[src/rtl/prb_seq.sv]
// Sequential PRB mask unit: latches N operands, registers relevance / leading-zero
// masks, then streams a masked SC index for exactly 2^k beats and pulses done.
module prb_seq #(
  parameter int W        = 8,
  parameter int N        = 2,
  parameter int CORR     = 0,
  parameter int S_GROUPS = (CORR != 0) ? 1 : N
) (
  input  logic                         clk,
  input  logic                         rst,
  input  logic                         in_valid,
  output logic                         in_ready,
  input  logic [N-1:0][W-1:0]          Bxs,
  output logic [S_GROUPS-1:0][W-1:0]   S,
  output logic [W-1:0]                 ell,
  output logic [$clog2(W+1)-1:0]       len,
  output logic [W-1:0]                 cnt,
  output logic                         cnt_valid,
  input  logic                         cnt_ready,
  output logic                         done
);

  localparam int LW = $clog2(W + 1);

  typedef enum logic [1:0] {IDLE, CALC, RUN, DONE} state_t;

  state_t                      state, state_nxt;
  logic [N-1:0][W-1:0]         bxs_q;
  logic [W:0]                  c;
  logic [LW-1:0]               tz_q;
  logic [W-1:0]                bx_or;
  logic [W-1:0]                ell_c;
  logic [W-1:0]                tzd_or;
  logic [S_GROUPS-1:0][W-1:0]  s_c;
  logic [LW-1:0]               len_c;
  logic [LW-1:0]               tz_c;
  logic [W:0]                  last_c;

  // Ones strictly below the lowest set bit; x | -x covers that bit and everything above.
  function automatic logic [W-1:0] tzd(input logic [W-1:0] x);
    logic [W-1:0] neg;
    neg = -x;
    return ~(x | neg);
  endfunction

  function automatic logic [W-1:0] lzd(input logic [W-1:0] x);
    logic [W-1:0] r;
    logic         seen;
    r    = '0;
    seen = 1'b0;
    for (int i = W - 1; i >= 0; i--) begin
      seen = seen | x[i];
      r[i] = ~seen;
    end
    return r;
  endfunction

  function automatic int popcnt(input logic [W-1:0] x);
    int s;
    s = 0;
    for (int i = 0; i < W; i++) s += int'(x[i]);
    return s;
  endfunction

  // NOTE: every signal written in an always_comb gets a default before any branch, so no latch is inferred.
  always_comb begin
    bx_or = '0;
    for (int i = 0; i < N; i++) bx_or = bx_or | bxs_q[i];
  end

  // k = m - tz + 1 is the width of the span between the leading and trailing zero masks.
  always_comb begin
    ell_c  = lzd(bx_or);
    tzd_or = tzd(bx_or);
    tz_c   = LW'(popcnt(tzd_or));
    len_c  = (bx_or == '0) ? '0 : LW'(W - popcnt(ell_c) - popcnt(tzd_or));
    s_c    = '1;
    for (int g = 0; g < S_GROUPS; g++)
      s_c[g] = ((CORR != 0) ? tzd_or : tzd(bxs_q[g])) | ell_c;
  end

  assign last_c = ({{W{1'b0}}, 1'b1} << len) - 1'b1;

  always_comb begin
    state_nxt = state;
    case (state)
      IDLE: if (in_valid) state_nxt = CALC;
      CALC: state_nxt = (bx_or != '0) ? RUN : DONE;
      RUN:  if (cnt_ready && (c == last_c)) state_nxt = DONE;
      DONE: state_nxt = IDLE;
      default: state_nxt = IDLE;
    endcase
  end

  // NOTE: sequential state is assigned with <= so every register samples pre-edge values.
  always_ff @(posedge clk) begin
    if (rst) begin
      state <= IDLE;
      S     <= '1;
      ell   <= '1;
      len   <= '0;
      tz_q  <= '0;
      c     <= '0;
    end else begin
      state <= state_nxt;
      case (state)
        CALC: begin
          S    <= s_c;
          ell  <= ell_c;
          len  <= len_c;
          tz_q <= tz_c;
          c    <= '0;
        end
        RUN:     if (cnt_ready) c <= c + 1'b1;
        default: ;
      endcase
    end
  end

  // NOTE: the operand buffer is pure datapath and needs no reset; CALC only reads it after an accept.
  always_ff @(posedge clk) begin
    if (state == IDLE && in_valid) bxs_q <= Bxs;
  end

  // Outputs decode registered state only, so no input reaches an output combinationally.
  assign in_ready  = (state == IDLE);
  assign cnt_valid = (state == RUN);
  assign done      = (state == DONE);
  assign cnt       = cnt_valid ? (c[W-1:0] << tz_q) : '0;

endmodule

[config.mk]
export PLATFORM = sky130hd
export DESIGN_NAME = prb_seq
export DESIGN_NICKNAME = d
export VERILOG_FILES = /design/src/rtl/prb_seq.sv
export SDC_FILE = /design/constraint.sdc
export NUM_CORES = 1
export LEC_CHECK = 0
export BUFFER_PORTS_ARGS = -buffer_cell sky130_fd_sc_hd__buf_2
export CORE_UTILIZATION = 51
export DETAILED_ROUTE_END_ITERATION = 10
export GPL_TIMING_DRIVEN = 1
export PLACE_DENSITY = 0.74
export SLEW_MARGIN = 0
export SYNTH_ARGS = -nofsm -noshare
export SYNTH_HDL_FRONTEND = slang
export SYNTH_SLANG_ARGS = --single-unit
export TNS_END_PERCENT = 1
[constraint.sdc]
create_clock -name clk -period 9.9 [get_ports clk]
set_input_delay 1.98 -clock clk [delete_from_list [all_inputs] [get_ports clk]]
set_output_delay 1.98 -clock clk [all_outputs]
set_load 0.01 [all_outputs]
==> summary.md <==
| Metric | Value |
|---|---|
| Max stage delay on crit path | 0.54 ns |
| Reg2reg end | len[3] |
| Iter 0 DRT Violations | 202 |
| Cts repair resizes | 0 |
| Slowest-stage cell, CP | nor4_1 |
| R2r worst-path depth | 17 |
| Relative slew slack | 52.9% |
| First-pass GRT wire length | 12800 um |
| Worst vdd ir | 0.000155 V |
| Design Area, Final | 3860 um2 |
| Leak | around 1.5 nW |
| Avg Synthesized Cell Area | 8.92 um2 |
| Setup CP Type | reg -> reg |
| Status | complete, no violations |
| Fin util | 60.5% |
| Clock tree buffer depth | 2 |
| Hold_sp | ell[5] |
| DRT Pass-1 Iters | 7 |
| Dpl cell area | roughly 3700 um2 |
| Starting Density | 53.2% |
| Peak Freq | 0.179 GHz |
| All-Layer GR Usage | around 23% |
| Total Die Area | approximately 7000 um2 |
| Ant. Diodes | 0 |
| Arr. time, crit path | 5.85 ns |
| Post-CTS Hold Buffers | 0 |
| Mapped Area | between 3000 and 4000 um2 |
| Die width | 83.6 um |
| Critical Path RT | 10.17 ns |
| Final setup margin | around 4.3 ns |
| Htree depth | 3 |
| Cell family with most CP delay | adder cells |
| Post-synthesis sequential area ratio | between 30% and 40% |
| Dpl hpwl | 5200 um |
| Largest net degree at the start of global routing | 43 |
| Slew at the pin with the worst max-slew slack | 0.707 ns |
| Final WL | between 7000 and 8000 um |
| Clk pin slew, worst setup/hold paths | 0.07 ns |
| Post-Syn Nets | 423 |
| Post-CTS Setup Bufs | 0 |
| Port Buf Inserts | 58 |
| Total chip power | approximately 980 uW |
| CP Launch Type | flip-flop |
| NumNets Final | 468 |
| Residual DRC | 0 |
| Remaining global-route overflow | 0 |
| Final Cycle Share | 56.4% |
| Core area | about 6400 um2 |
| Setup violators final | 0 |
| Max FO, Critical Path | 6 |
| Crit path capture type | flip-flop |
| Ports | 59 |
| Drt wl/cell | 14.3 um |
| Hold path depth | 2 |
| CTS Sinks | 59 |
| DRT antenna net count | 0 |
| Die H | 83.6 um |
| Worst Path Buf+Inv | 2 |
| PwrDens | 253 nW/um2 |
| Worst-path cell chain | nor4_1, and3_1, nand3_1, fa_1, inv_1, fa_1, ha_1, inv_1, fa_1, fa_1, fa_1, fa_1, ha_1, xnor2_1, xnor2_1, nand3_1, a21oi_1 |
| Global placement routability congestion | between 0.8 and 0.9 |
| Fin crit period | 5.58 ns |
| Most frequent CP cell | fa_1 |
| Hold Vio Cnt, Final | 0 |
| Worst hold endpoint | ell[5] |
| Synth warn | 0 |
| FF-to-FF setup slack | 4.32 ns |
| Flops & latches, synth | 59 |
| Worst r2r src | bxs_q[0] |
| Final Slew Violations | 0 |
| Unique cell type count in the Yosys netlist | between 60 and 70 |
| Mapped Cells | 381 |
| Via-per-instance ratio | 5.72 |
| # rows | 29 |
| Initial antenna violation count | 0 |
| CTS Buf Count | 9 |
| Vias post-DR | 2904 |
| Area Growth Syn to Fin | 13.7% |
| Clock Skew | 0.00506 ns |
| Unrepaired setup endpoints after global routing | false |
| CTS tree | done |
| Number of flops mapped to enable cells by yosys | 16 |
| Ratio of cells with drive above 1 in the final layout | between 20% and 30% |
| Skew-Pair Late Insertion Delay | 0.34 ns |
| Setup TNS Final | 0 ns |
| Hold crit path type | reg -> reg |
| CTS Root Buffer Type | clkbuf_8 |
| Fillers | approximately 560 |
| Async set or reset register ratio after synthesis | 0% |
| Vias in the first global route | 2867 |
| Max-Cap Viols | 0 |
| Worst slack at placement | 4.37 ns |
| Predominant post-synthesis flop cell | dfxtp_1 |
==> cell families (layout without fill, tap and decap cells) <==
kind of cell / Yosys count / in the layout / synth area share, %
XOR/XNOR: 8 / 8 / 2.06
AND/OR/NAND/NOR: 139 / 139 / 20.1
buffers and inverters: 52 / 102 / 6.11
adder cells (fa/ha/maj): 22 / 22 / 9.86
AO/OA/AOI/OAI: 88 / 88 / 17.4
flip-flops: 59 / 59 / 39.5
multiplexers: 13 / 13 / 4.97
==> flip-flops by register name, indices dropped and copies added, names as in the netlist <==
signal  count
c           9
S          16
bxs_q      16
tz_q        4
ell         8
len         4
state       2
==> final cells by class <==
cell class | instances | area, um2 | area share, %
clock buffers | 10 | 128 | 3.30
clock inverters | 6 | 50.0 | 1.29
inverters | 27 | 101 | 2.62
multi-input cells | 270 | 1850 | 47.9
flip-flops and latches | 59 | 1340 | 34.7
well taps | 77 | 96.3 | 2.49
repair buffers | 59 | 298 | 7.70
==> metal layers <==
layer  global-route usage [%]  wire length [um]
met4                     7.70               130
met1                     27.8              3150
met5                        0                 0
met2                     38.3              3660
met3                     6.63               318
==> worst max path at each step <==
| stage | depth (start not counted) | end | start | slack, ns |
|---|---|---|---|---|
| 3_3_place_gp | 17 | len[3] | bxs_q[0] | 4.56 |
| 6_report | 17 | len[3] | bxs_q[0] | 4.32 |
| 3_5_place_dp | 17 | len[3] | bxs_q[0] | 4.37 |
| 5_1_grt | 17 | len[3] | bxs_q[0] | 3.95 |
| 2_1_floorplan | 17 | len[3] | bxs_q[0] | 4.74 |
| 4_1_cts | 17 | len[3] | bxs_q[0] | 4.34 |
==> synth_stat cells (7+ instances only) <==
master / number / share of area, %
fa_1: 8 / 4.7
a21oi_1: 22 / 3.2
mux2i_1: 9 / 2.7
o21ai_0: 26 / 3.8
nor2_1: 31 / 3.4
dfxtp_1: 43 / 25
clkbuf_1: 19 / 2.1
nand2_1: 41 / 4.5
nand3_1: 16 / 2.4
nor3_1: 8 / 1.2
nand2b_1: 7 / 1.3
edfxtp_1: 16 / 14
ha_1: 14 / 5.2
inv_1: 27 / 3.0
==> metrics by stage <==
stage               std cells  hold slack, ns
global route              508           0.482
detailed placement        492           0.452
finish                    508           0.460
global placement          492           0.437
CTS                       508           0.464
floorplan                 381           0.440
==> worst register-to-register path: cells and delay by family (launching register included) <==
family	cells	cell delay, ns
AO/OA/AOI/OAI	1	0.16
XOR/XNOR	2	0.29
adder cells (fa/ha/maj)	8	3.38
buffers and inverters	2	0.12
flip-flops	1	0.48
AND/OR/NAND/NOR	4	1.09
==> cells in the final DEF (no fill, tap or decap), types with 7 or more instances in the layout <==
master and count:
buf_2 58, dfxtp_1 43, nand2_1 41, nor2_1 31
inv_1 27, o21ai_0 26, a21oi_1 22, nand3_1 16
edfxtp_1 16, ha_1 14, mux2i_1 9, clkbuf_8 9
nor3_1 8, fa_1 8, nand2b_1 7
==> where the power goes <==
| group | internal (mW) | total [mW] | switching (mW) | leakage, nW |
|---|---|---|---|---|
| clock network | 0.0931 | 0.195 | 0.102 | 0.0835 |
| registers | 0.314 | 0.376 | 0.0614 | 0.505 |
| logic | 0.177 | 0.407 | 0.230 | 0.942 |
| total | 0.584 | 0.978 | 0.394 | 1.53 |
Power figures use the tool's default switching activity.
